<file path="src/rtl/para7_pkg.sv">
// ============================================================================
//  Module      : para7_pkg
//  Description : Shared types and constants for the layer-7 parameter streamer.
//                Word width, mode/valid encodings, segment indices, FSM states.
//  Revision    : 1.0  initial release
// ============================================================================
`default_nettype none

package para7_pkg;

    // Word format and handshake encodings seen by the layer-7 loader
    localparam int   PARA_WIDTH = 16;
    localparam logic LOAD_PARA  = 1'b1;
    localparam logic CALCULATE  = 1'b0;
    localparam logic DATAVALID  = 1'b1;

    // Default image geometry
    localparam int DEF_FM_DEPTH    = 256;
    localparam int DEF_CHANNEL_NUM = 512;
    localparam int TOTAL           = DEF_FM_DEPTH + 5 * DEF_CHANNEL_NUM;

    // Segment index carried alongside every word
    typedef logic [2:0] seg_t;
    localparam seg_t SEG_RSIGN = 3'd0;
    localparam seg_t SEG_BN_A  = 3'd1;
    localparam seg_t SEG_BN_B  = 3'd2;
    localparam seg_t SEG_BETA  = 3'd3;
    localparam seg_t SEG_GAMMA = 3'd4;
    localparam seg_t SEG_ZETA  = 3'd5;

    typedef enum logic [1:0] {
        IDLE  = 2'd0,
        READ  = 2'd1,
        DRAIN = 2'd2,
        DONE  = 2'd3
    } state_t;

endpackage

`default_nettype wire

</file>
<file path="src/rtl/para_skid_buf.sv">
// ============================================================================
//  Module      : para_skid_buf
//  Description : Two-entry FIFO absorbing the in-flight SRAM read while the
//                downstream loader holds. Caller never pushes when full or
//                pops when empty.
//  Revision    : 1.0  initial release
// ============================================================================
`default_nettype none

module para_skid_buf #(
    parameter int WIDTH = 19
) (
    input  logic             clk,
    input  logic             rst,
    input  logic             push,
    input  logic [WIDTH-1:0] push_data,
    input  logic             pop,
    output logic [WIDTH-1:0] pop_data,
    output logic [1:0]       count
);

    logic [WIDTH-1:0] r_mem [2];
    logic             r_wr_ptr;
    logic             r_rd_ptr;
    logic [1:0]       r_count;

    // Storage needs no reset: an entry is only read after it was written
    always_ff @(posedge clk) begin
        if (push) begin
            r_mem[r_wr_ptr] <= push_data;
        end
    end

    // Pointer and occupancy bookkeeping
    always_ff @(posedge clk) begin
        if (rst) begin
            r_wr_ptr <= 1'b0;
            r_rd_ptr <= 1'b0;
            r_count  <= 2'd0;
        end else begin
            if (push) r_wr_ptr <= ~r_wr_ptr;
            if (pop)  r_rd_ptr <= ~r_rd_ptr;
            case ({push, pop})
                2'b10:   r_count <= r_count + 2'd1;
                2'b01:   r_count <= r_count - 2'd1;
                default: r_count <= r_count;
            endcase
        end
    end

    assign pop_data = r_mem[r_rd_ptr];
    assign count    = r_count;

endmodule

`default_nettype wire

</file>
<file path="src/rtl/para_streamer_layer7.sv">
// ============================================================================
//  Module      : para_streamer_layer7
//  Description : Reads the layer-7 parameter image from a synchronous SRAM and
//                streams it word by word (mode / data-enable / word / segment)
//                into the layer-7 parameter loader, honouring a downstream hold.
//                Optional feature macro: PARA_STREAM_CHECKSUM_EN (reads one
//                extra checksum word and flags a sum mismatch at done).
//  Revision    : 1.0  initial release
// ============================================================================
`default_nettype none

module para_streamer_layer7
    import para7_pkg::*;
#(
    parameter int FM_DEPTH    = DEF_FM_DEPTH,
    parameter int CHANNEL_NUM = DEF_CHANNEL_NUM,
    parameter int ADDR_WIDTH  = 12
) (
    input  logic                  clk,
    input  logic                  rst,
    input  logic                  start,
    input  logic                  hold,
    output logic                  rd_en,
    output logic [ADDR_WIDTH-1:0] rd_addr,
    input  logic [PARA_WIDTH-1:0] rd_data,
    output logic                  mode_o,
    output logic                  data_e_para,
    output logic [PARA_WIDTH-1:0] para_out,
    output logic [2:0]            seg_o,
    output logic                  busy,
    output logic                  done,
    output logic                  checksum_err
);

    localparam int c_TOTAL = FM_DEPTH + 5 * CHANNEL_NUM;
`ifdef PARA_STREAM_CHECKSUM_EN
    localparam int c_LIMIT = c_TOTAL + 1;
`else
    localparam int c_LIMIT = c_TOTAL;
`endif
    localparam int                    c_EW        = PARA_WIDTH + 3;
    localparam logic [ADDR_WIDTH-1:0] c_LAST_ADDR = ADDR_WIDTH'(c_LIMIT - 1);
    localparam logic [ADDR_WIDTH-1:0] c_FM_LAST   = ADDR_WIDTH'(FM_DEPTH - 1);
    localparam logic [ADDR_WIDTH-1:0] c_CH_LAST   = ADDR_WIDTH'(CHANNEL_NUM - 1);

    state_t                r_state;
    state_t                w_state_next;
    logic [ADDR_WIDTH-1:0] r_addr;
    logic [ADDR_WIDTH-1:0] r_off;
    seg_t                  r_seg;
    logic                  r_rd_vld;
    seg_t                  r_rd_seg;
    logic                  r_out_vld;
    logic [PARA_WIDTH-1:0] r_out_data;
    seg_t                  r_out_seg;

    logic                  w_issue;
    logic                  w_last_issue;
    logic                  w_arr;
    logic                  w_out_load;
    logic                  w_buf_nempty;
    logic                  w_src_vld;
    logic [c_EW-1:0]       w_src;
    logic                  w_push;
    logic                  w_pop;
    logic [c_EW-1:0]       w_buf_dout;
    logic [1:0]            w_buf_cnt;
    logic                  w_drained;

    // Reads are issued only on non-held cycles, so at most one word is ever in flight
    assign w_issue      = (r_state == READ) && !hold;
    assign w_last_issue = w_issue && (r_addr == c_LAST_ADDR);

`ifdef PARA_STREAM_CHECKSUM_EN
    logic                  r_rd_chk;
    logic [PARA_WIDTH-1:0] r_sum;
    logic [PARA_WIDTH-1:0] r_expect;
    logic                  r_chk_err;
    logic                  w_consume;
    logic [PARA_WIDTH-1:0] w_sum_next;
    logic [PARA_WIDTH-1:0] w_expect;

    // The checksum word rides the read pipe but is never emitted
    assign w_arr      = r_rd_vld && !r_rd_chk;
    assign w_consume  = r_out_vld && !hold;
    assign w_sum_next = r_sum + (w_consume ? r_out_data : '0);
    assign w_expect   = (r_rd_vld && r_rd_chk) ? rd_data : r_expect;

    // Running sum of emitted words, compared against the stored checksum on entry to DONE
    always_ff @(posedge clk) begin
        if (rst) begin
            r_rd_chk  <= 1'b0;
            r_sum     <= '0;
            r_expect  <= '0;
            r_chk_err <= 1'b0;
        end else begin
            r_rd_chk <= w_issue && (r_addr == ADDR_WIDTH'(c_TOTAL));
            if (r_rd_vld && r_rd_chk) r_expect <= rd_data;
            if (r_state == IDLE && start) begin
                r_sum     <= '0;
                r_chk_err <= 1'b0;
            end else begin
                r_sum <= w_sum_next;
                if (r_state == DRAIN && w_drained) r_chk_err <= (w_sum_next != w_expect);
            end
        end
    end

    assign checksum_err = r_chk_err;
`else
    assign w_arr        = r_rd_vld;
    assign checksum_err = 1'b0;
`endif

    // Issue side: linear address plus segment/offset counters (no divider needed)
    always_ff @(posedge clk) begin
        if (rst) begin
            r_addr   <= '0;
            r_off    <= '0;
            r_seg    <= SEG_RSIGN;
            r_rd_vld <= 1'b0;
            r_rd_seg <= SEG_RSIGN;
        end else begin
            r_rd_vld <= w_issue;
            r_rd_seg <= r_seg;
            if (w_last_issue) begin
                r_addr <= '0;
                r_off  <= '0;
                r_seg  <= SEG_RSIGN;
            end else if (w_issue) begin
                r_addr <= r_addr + ADDR_WIDTH'(1);
                if ((r_seg == SEG_RSIGN && r_off == c_FM_LAST) ||
                    (r_seg != SEG_RSIGN && r_off == c_CH_LAST)) begin
                    r_seg <= r_seg + 3'd1;
                    r_off <= '0;
                end else begin
                    r_off <= r_off + ADDR_WIDTH'(1);
                end
            end
        end
    end

    // Output register refills from the skid buffer first, else straight from the SRAM
    assign w_out_load   = !r_out_vld || !hold;
    assign w_buf_nempty = (w_buf_cnt != 2'd0);
    assign w_src_vld    = w_buf_nempty || w_arr;
    assign w_src        = w_buf_nempty ? w_buf_dout : {r_rd_seg, rd_data};
    assign w_pop        = w_out_load && w_buf_nempty;
    assign w_push       = w_arr && (w_buf_nempty || !w_out_load);
    assign w_drained    = w_out_load && !w_src_vld;

    para_skid_buf #(
        .WIDTH (c_EW)
    ) u_skid (
        .clk       (clk),
        .rst       (rst),
        .push      (w_push),
        .push_data ({r_rd_seg, rd_data}),
        .pop       (w_pop),
        .pop_data  (w_buf_dout),
        .count     (w_buf_cnt)
    );

    // Presented word; data and segment keep their last value when nothing new loads
    always_ff @(posedge clk) begin
        if (rst) begin
            r_out_vld  <= 1'b0;
            r_out_data <= '0;
            r_out_seg  <= SEG_RSIGN;
        end else if (w_out_load) begin
            r_out_vld <= w_src_vld;
            if (w_src_vld) {r_out_seg, r_out_data} <= w_src;
        end
    end

    // FSM state register
    always_ff @(posedge clk) begin
        if (rst) r_state <= IDLE;
        else     r_state <= w_state_next;
    end

    // FSM next-state logic
    always_comb begin
        w_state_next = r_state;
        case (r_state)
            IDLE:    if (start) w_state_next = READ;
            READ:    if (w_last_issue) w_state_next = DRAIN;
            DRAIN:   if (w_drained) w_state_next = DONE;
            DONE:    w_state_next = IDLE;
            default: w_state_next = IDLE;
        endcase
    end

    // FSM outputs
    always_comb begin
        busy   = (r_state == READ) || (r_state == DRAIN);
        done   = (r_state == DONE);
        mode_o = busy ? LOAD_PARA : CALCULATE;
    end

    assign rd_en       = w_issue;
    assign rd_addr     = r_addr;
    assign data_e_para = (r_out_vld && !hold) ? DATAVALID : ~DATAVALID;
    assign para_out    = r_out_data;
    assign seg_o       = r_out_seg;

endmodule

`default_nettype wire

</file>
<file path="config.mk">
export PLATFORM = sky130hd
export DESIGN_NAME = para_streamer_layer7
export DESIGN_NICKNAME = d
export VERILOG_FILES = /design/src/rtl/para7_pkg.sv /design/src/rtl/para_skid_buf.sv /design/src/rtl/para_streamer_layer7.sv
export SDC_FILE = /design/constraint.sdc
export NUM_CORES = 1
export LEC_CHECK = 0
export ABC_AREA = 1
export CORE_ASPECT_RATIO = 1.75
export CORE_MARGIN = 1.5
export CORE_UTILIZATION = 54
export CTS_CLUSTER_DIAMETER = 120
export DETAILED_ROUTE_END_ITERATION = 16
export PLACE_DENSITY = 0.84
export SETUP_SLACK_MARGIN = 0.3
export SYNTH_ARGS = -nofsm -noshare
export SYNTH_HDL_FRONTEND = slang
export SYNTH_SLANG_ARGS = --single-unit
</file>
<file path="constraint.sdc">
create_clock -name clk -period 2.7 [get_ports clk]
set_input_delay 0.405 -clock clk [delete_from_list [all_inputs] [get_ports clk]]
set_output_delay 0.405 -clock clk [all_outputs]
set_load 0.02 [all_outputs]
</file>
# == Yosys cells after proc, flatten, opt, wreduce, memory -nomap -nowiden ==
# Memories as Yosys holds them, arrays and structs flattened. A register that Yosys moved wholly into a read port is not among the register bits.
# Index checks and enable logic that the tools add are counted.
# word_totals
ff_bits,57
ramBits,38
in_bits,20
output_inout_bits,37
word_cells,70
n_memories,1
# memory_table
memory,depth,width,read_ports,rd_ports_with_merged_regs,write_ports,line,source
u_skid.r_mem,2,19,1,1,1,para_skid_buf.sv:22,logic [WIDTH-1:0] r_mem [2];
# op_classes
addsub,5
n_eq_ne,11
mux,13
bitwise,2
n_reduce_logical,26
# ops
operator,n
"12-bit by 1-bit adder with 12-bit output, second input constant",2
19-bit 2-to-1 mux,1
"12-bit equality test, second input constant",1
"12-bit by 8-bit equality test with 1-bit output, second input constant",1
"12-bit by 9-bit equality test with 1-bit output, second input constant",1
12-bit 2-to-1 mux,1
1-bit logical AND,8
2-bit one-hot mux with 4 select lines,1
"2-bit equality test, second input constant",3
1-bit 2-to-1 mux,6
2-bit 2-to-1 mux,3
"2-bit != test, second input constant",3
1-bit logical OR,5
"2-bit by 1-bit equality test with 1-bit output, second input constant",2
1-bit logical NOT,4
2-bit one-hot mux with 2 select lines,1
2-bit AND reduction,2
2-bit nonzero test,2
"3-bit by 1-bit adder with 3-bit output, second input constant",1
3-bit logical NOT,1
3-bit AND reduction,1
3-bit nonzero test,1
"2-bit by 1-bit adder with 2-bit output, second input constant",1
2-bit logical NOT,1
other kinds (3),4

# == Longest topological paths before layout ==
# depth
word_depth,7
depth_mapped,10
ltp_nobuf,10

# == By module ==
# Synthesis repeated with hierarchy kept, for this count alone.
# unflattened
cells_unflattened,453
hier_area_um2,4281.6
# by_module_without_submodules
module,instances,cells_per_inst,area_per_inst_um2,seq_area_each_um2
para_streamer_layer7,1,364,2643.8,1061.0
para_skid_buf,1,89,1637.8,1241.2

# == Worst setup path after synthesis ==
# OpenSTA, ideal clock, no wires.
# synth_path
path_kind,flip-flop to flip-flop
startpoint,reg u_skid.r_count[0] (netlist: u_skid.count[0])
endpoint,mem u_skid.r_mem[0][0] (enable)
setup_ns,0.395
t_arrival_ns,1.524
required_ns,2.305
setup_slack_ns,0.781
stages_incl_launch_ff,6
n_path_buf,1
period_less_slack_ns,1.919
cell_sequence,dfxtp_1 nor2_2 inv_1 buf_6 o21ai_2 nor2_1
# synth_via
elab_chain_len,5
# synth_rtl
item,line,source
"start, declared",para_skid_buf.sv:25,logic [1:0] r_count;
"start signal, assigned",para_skid_buf.sv:44,2'b10: r_count <= r_count + 2'd1;
"start signal, assigned",para_skid_buf.sv:45,2'b01: r_count <= r_count - 2'd1;
"start signal, assigned",para_skid_buf.sv:46,default: r_count <= r_count;
2-bit nonzero test,para_streamer_layer7.sv:145,assign w_buf_nempty = (w_buf_cnt != 2'd0);
1-bit logical OR,para_streamer_layer7.sv:149,assign w_push = w_arr && (w_buf_nempty || !w_out_load);
1-bit logical AND,para_streamer_layer7.sv:149,
1-bit 2-to-1 mux,para_skid_buf.sv:29,if (push) begin
1-bit 2-to-1 mux (not written as such),para_skid_buf.sv:30,r_mem[r_wr_ptr] <= push_data;
"end, declared",para_skid_buf.sv:22,
# No other way between the ends.

# == Worst setup path in the final report ==
# layout_path
startpoint,reg r_state[1]
endpoint,out rd_en
# layout_via
elab_chain_len,2
# layout_rtl
item,line,source
"start, declared",para_streamer_layer7.sv:46,state_t r_state;
"start signal, assigned",para_streamer_layer7.sv:179,else r_state <= w_state_next;
2-bit by 1-bit equality test with 1-bit output,para_streamer_layer7.sv:71,assign w_issue = (r_state == READ) && !hold;
1-bit logical AND,para_streamer_layer7.sv:71,
"end, declared",para_streamer_layer7.sv:23,"output logic rd_en,"
# No other way between the ends.

==> metrics list <==
* Synth top cells by count: sky130_fd_sc_hd__nand2_1 (93), sky130_fd_sc_hd__dfxtp_1 (58), sky130_fd_sc_hd__nor2_1 (46)
* Cell-by-cell listing of the critical path: inv_1, ha_1, inv_1, nor2_4, clkdlybuf4s50_1
- WP depth: 5
- The root buffer cell chosen for the clock tree is sky130_fd_sc_hd__clkbuf_16.
* Gr ovfl total: 0
* Core outline area: about 7500 um2
- Max transition margin: 0.610
- Power spread over the standard cell area amounts to 810 nW/um2.
- Setup violation total in the final timing report: 0
- The first global-routing pass estimated 14,300 um of wire.
* Result of the run: finished clean
* Dpl cell area: between 4000 and 5000 um2
* Number of warnings reported in the yosys synthesis log: 0
- The number of antenna violations at the first check in global routing came to 0.
- Mapped Area: 4120 um2
- Worst setup path start: r_state[1]$_SDFFE_PP0P_
- Detailed routing inserted a total of 3,281 vias.
* Unrepaired setup endpoints after global routing: no
- Effective utilization at floorplan: 0.552
- The worst-case IR drop observed on VDD is ~440 uV.
- Number of violations reported at the end of detailed-routing iteration 0: about 310
* Distinct cell type count after synthesis: 33
- Row generation in the floorplan step produced 42 rows.
- Using the TritonRoute via totals, the vias-per-cell ratio works out to 5.39.
- Worst setup slack for register-to-register paths: 790 ps
- In this run the remaining antenna-violating nets after routing total 0.
* Number of buffers on the longest clock path: 2
- Of the cells placed in the final design, the portion with a size suffix greater than 1 is 0.0749.
* Antenna Diode Count: 0
- The number of clock buffers added by TritonCTS is 9.
- Together, buffers and inverters on the worst path number 3.
- For this run, the top clock speed supported by timing is about 0.46 GHz.
- Sum of negative setup slack: 0 ps
- Estimated wirelength of the detail-placed design: 5900 um
- The share of the Yosys chip area taken by registers is 0.559.
- The final number of max-transition violations was 0.
* Total iterations of the first detailed-routing run: 4
* Minimum period implied by the final worst setup slack: 2190 ps
- Top cell type's share of synthesized area: 0.282
- Critical path arrival: 1790 ps
* R2r startpoint: r_state[1]$_SDFFE_PP0P_
- Share of the cycle needed by the critical path after routing: 0.812
- The final layout contains routed wiring with a total length of between 8000 and 9000 um.
* Setup Crit Path Kind: reg -> out
- In the routed design, unresolved DRC markers number 0.
* Delay-heaviest family, CP: buffers and inverters
- Proportion of synthesized flip-flops having asynchronous set or reset: 0
- The most critical setup path has its endpoint at rd_en.
- Summing all non-filler instances in the final layout gives an area of 5030 um2.
* Sink Count: 96
* Count of cells resized by post-cts repair: 0
* RD Place Congestion: approximately 0.81
* Die Footprint: 8180 um2
- Worst r2r path cells: 9
* Maximum capacitance violations: 0
- In this run, post-CTS hold repair placed 0 buffers.
- Post-Route Skew: ~4.8 ps
- In the post-synthesis netlist, the biggest area contributors are sky130_fd_sc_hd__dfxtp_1 (28%), sky130_fd_sc_hd__edfxtp_1 (28%), sky130_fd_sc_hd__nand2_1 (8.5%).
- The H-tree generated during clock tree synthesis spans 3 levels.
* Post-layout nets: 546
- Final Hold Viols: 0
- Predominant post-synthesis flop cell: sky130_fd_sc_hd__dfxtp_1
- Crit-path max FO: 4
- The min-delay analysis places its worst path in the category reg -> reg.
- Each instance of the synthesized netlist takes up on average 8.95 um2.
- The largest total area in the synthesized netlist belongs to sky130_fd_sc_hd__dfxtp_1.
- Dividing the detail-routed wire length by the instance count gives 14.4 um.
- For the worst setup path, the data required time is 2300 ps.
* Vias in the first global route: 3,252
* Worst Setup Start Kind: flop
- The floorplan step set the die width to 69.0 um.
- The synthesized design contains 96 register bits.
- The worst setup path is captured at an output pin.
- Die Ht: 119 um
* Number of instances in the synthesized netlist: 460
- Top-level I/O count: 57
- Counting the fill cells in the layout gives roughly 600.
* Cell leakage power: 1.96 nW
- Most used standard cell by instance count after synthesis: sky130_fd_sc_hd__nand2_1
- Synth-to-layout area growth: 22.2%
- TritonCTS built the clock tree.
- Overall Global Routing Usage: 0.219
* Endpoint of the worst-slack reg-to-reg timing path: r_off[7]$_SDFFE_PP0P_
- At the pin with the least slew margin, the transition time is roughly 580 ps.
- Insertion delay to the later sink of the worst-skew pair: about 340 ps
- The synthesized design contains 38 enable-type register cells.
* Slowest-stage cell, CP: sky130_fd_sc_hd__clkdlybuf4s50_1
* Post-CTS Repair Setup Buffers: 0
* Critical path's largest stage delay: 620 ps
- Once layout is complete, the utilization of the core stands at 0.675.
- Port buffering added 55 buffers.
- Entering global routing, the biggest net connects 39 pins.
- Most used cell along the critical path: sky130_fd_sc_hd__inv_1
- Clock-pin slew was measured on the worst setup and hold paths at ~60 ps.
- Total nets after synthesis: 490
## flip-flops by register name, indices dropped and copies added, names as in the netlist, 2 cells and up, named ones only
name          flops
u_skid.r_mem     38
seg_o             3
r_off            12
r_seg             3
r_state           2
para_out         16
u_skid.count      2
rd_addr          12
r_rd_seg          3
## how the worst min path moves through the flow
stage	start	to	cells past startpoint
after floorplan	r_rd_seg[1]$_SDFF_PP0_	u_skid.r_mem[0][17]$_DFFE_PP_	0
after detailed placement	u_skid.r_rd_ptr$_SDFFE_PP0P_	u_skid.r_rd_ptr$_SDFFE_PP0P_	1
after global routing	u_skid.r_rd_ptr$_SDFFE_PP0P_	u_skid.r_rd_ptr$_SDFFE_PP0P_	1
after global placement	r_rd_seg[2]$_SDFF_PP0_	u_skid.r_mem[0][18]$_DFFE_PP_	0
final	r_rd_seg[2]$_SDFF_PP0_	u_skid.r_mem[0][18]$_DFFE_PP_	0
after CTS	u_skid.r_rd_ptr$_SDFFE_PP0P_	u_skid.r_rd_ptr$_SDFFE_PP0P_	1
## placed cells by master (no fill, tap or decap)
cell type and n:
sky130_fd_sc_hd__nor3_4 1, sky130_fd_sc_hd__nor3_2 1, sky130_fd_sc_hd__o21ai_0 41, sky130_fd_sc_hd__nand2_1 93
sky130_fd_sc_hd__buf_4 9, sky130_fd_sc_hd__clkdlybuf4s50_1 55, sky130_fd_sc_hd__nand3_1 36, sky130_fd_sc_hd__o21ai_2 1
sky130_fd_sc_hd__a211oi_1 1, sky130_fd_sc_hd__nor2_4 2, sky130_fd_sc_hd__clkbuf_1 1, sky130_fd_sc_hd__o21ai_1 2
sky130_fd_sc_hd__o21bai_1 1, sky130_fd_sc_hd__dfxtp_1 58, sky130_fd_sc_hd__nor2_2 5, sky130_fd_sc_hd__a21oi_1 35
sky130_fd_sc_hd__ha_1 10, sky130_fd_sc_hd__clkbuf_8 3, sky130_fd_sc_hd__nor2_1 44, sky130_fd_sc_hd__a21oi_2 2
sky130_fd_sc_hd__edfxtp_1 38, sky130_fd_sc_hd__inv_2 1, sky130_fd_sc_hd__clkinv_1 1, sky130_fd_sc_hd__xor2_1 13
sky130_fd_sc_hd__nand3b_1 2, sky130_fd_sc_hd__nand2_2 1, sky130_fd_sc_hd__conb_1 1, sky130_fd_sc_hd__a31oi_1 1
sky130_fd_sc_hd__nand3_2 1, sky130_fd_sc_hd__inv_1 41, sky130_fd_sc_hd__xnor2_1 1, sky130_fd_sc_hd__nor3_1 1
sky130_fd_sc_hd__clkinv_2 2, sky130_fd_sc_hd__nand4_1 6, sky130_fd_sc_hd__clkbuf_16 10
## cell families after synthesis
logic type / count (synthesis) / synth area share
adders and majority gates: 10 / 0.0304
xor gates and xnor gates: 14 / 0.0298
DFF: 96 / 0.559
AOI/OAI and AO/OA: 84 / 0.106
other: 1 / 0.000910
buffers and inverters: 62 / 0.0690
and+or+nand+nor: 193 / 0.205
## layout make-up
type	count	area [um2]	share of cell area
Timing Repair Buffer	64	618	0.123
Sequential cell	96	2300	0.457
Clock buffer	14	295	0.0586
Tap cell	88	110	0.0219
Multi-Input combinational cell	302	1540	0.305
Clock inverter	2	10.0	0.00199
Inverter	43	161	0.0321
## where the power goes
group | internal (mW) | switching [mW]
sequential | 1.63 | 0.0767
clock | 0.753 | 0.507
combinational | 0.412 | 0.698
## worst register-to-register path, stage by stage, from the launching register on
cell and delay, ps:
sky130_fd_sc_hd__dfxtp_1 390, sky130_fd_sc_hd__inv_1 100, sky130_fd_sc_hd__ha_1 220, sky130_fd_sc_hd__nand2_2 230
sky130_fd_sc_hd__nor2_1 90, sky130_fd_sc_hd__nand2_1 90, sky130_fd_sc_hd__nand2_1 280, sky130_fd_sc_hd__nor2_1 230
sky130_fd_sc_hd__inv_1 120, sky130_fd_sc_hd__nor2_1 110
## layer usage
metal / share of wire / up-vias / global-route usage
li1: - / 1628 / -
met1: 0.38 / 1531 / 0.229
met2: 0.54 / 94 / 0.404
met3: 0.043 / 28 / 0.0418
met4: 0.035 / 0 / 0.119
met5: 0 / - / 0
## metrics by stage
step / hold slack (ps) / cells / setup slack, ps / power, mW
after CTS: 463 / 609 / 480 / 4.11
after detailed placement: 450 / 593 / 401 / 2.84
after global routing: 479 / 609 / 432 / 4.29
after floorplan: 420 / 460 / 781 / 2.49
final: 464 / 609 / 509 / 4.08
after global placement: 433 / 593 / 463 / 2.80
(Power assumes the default switching activity.)
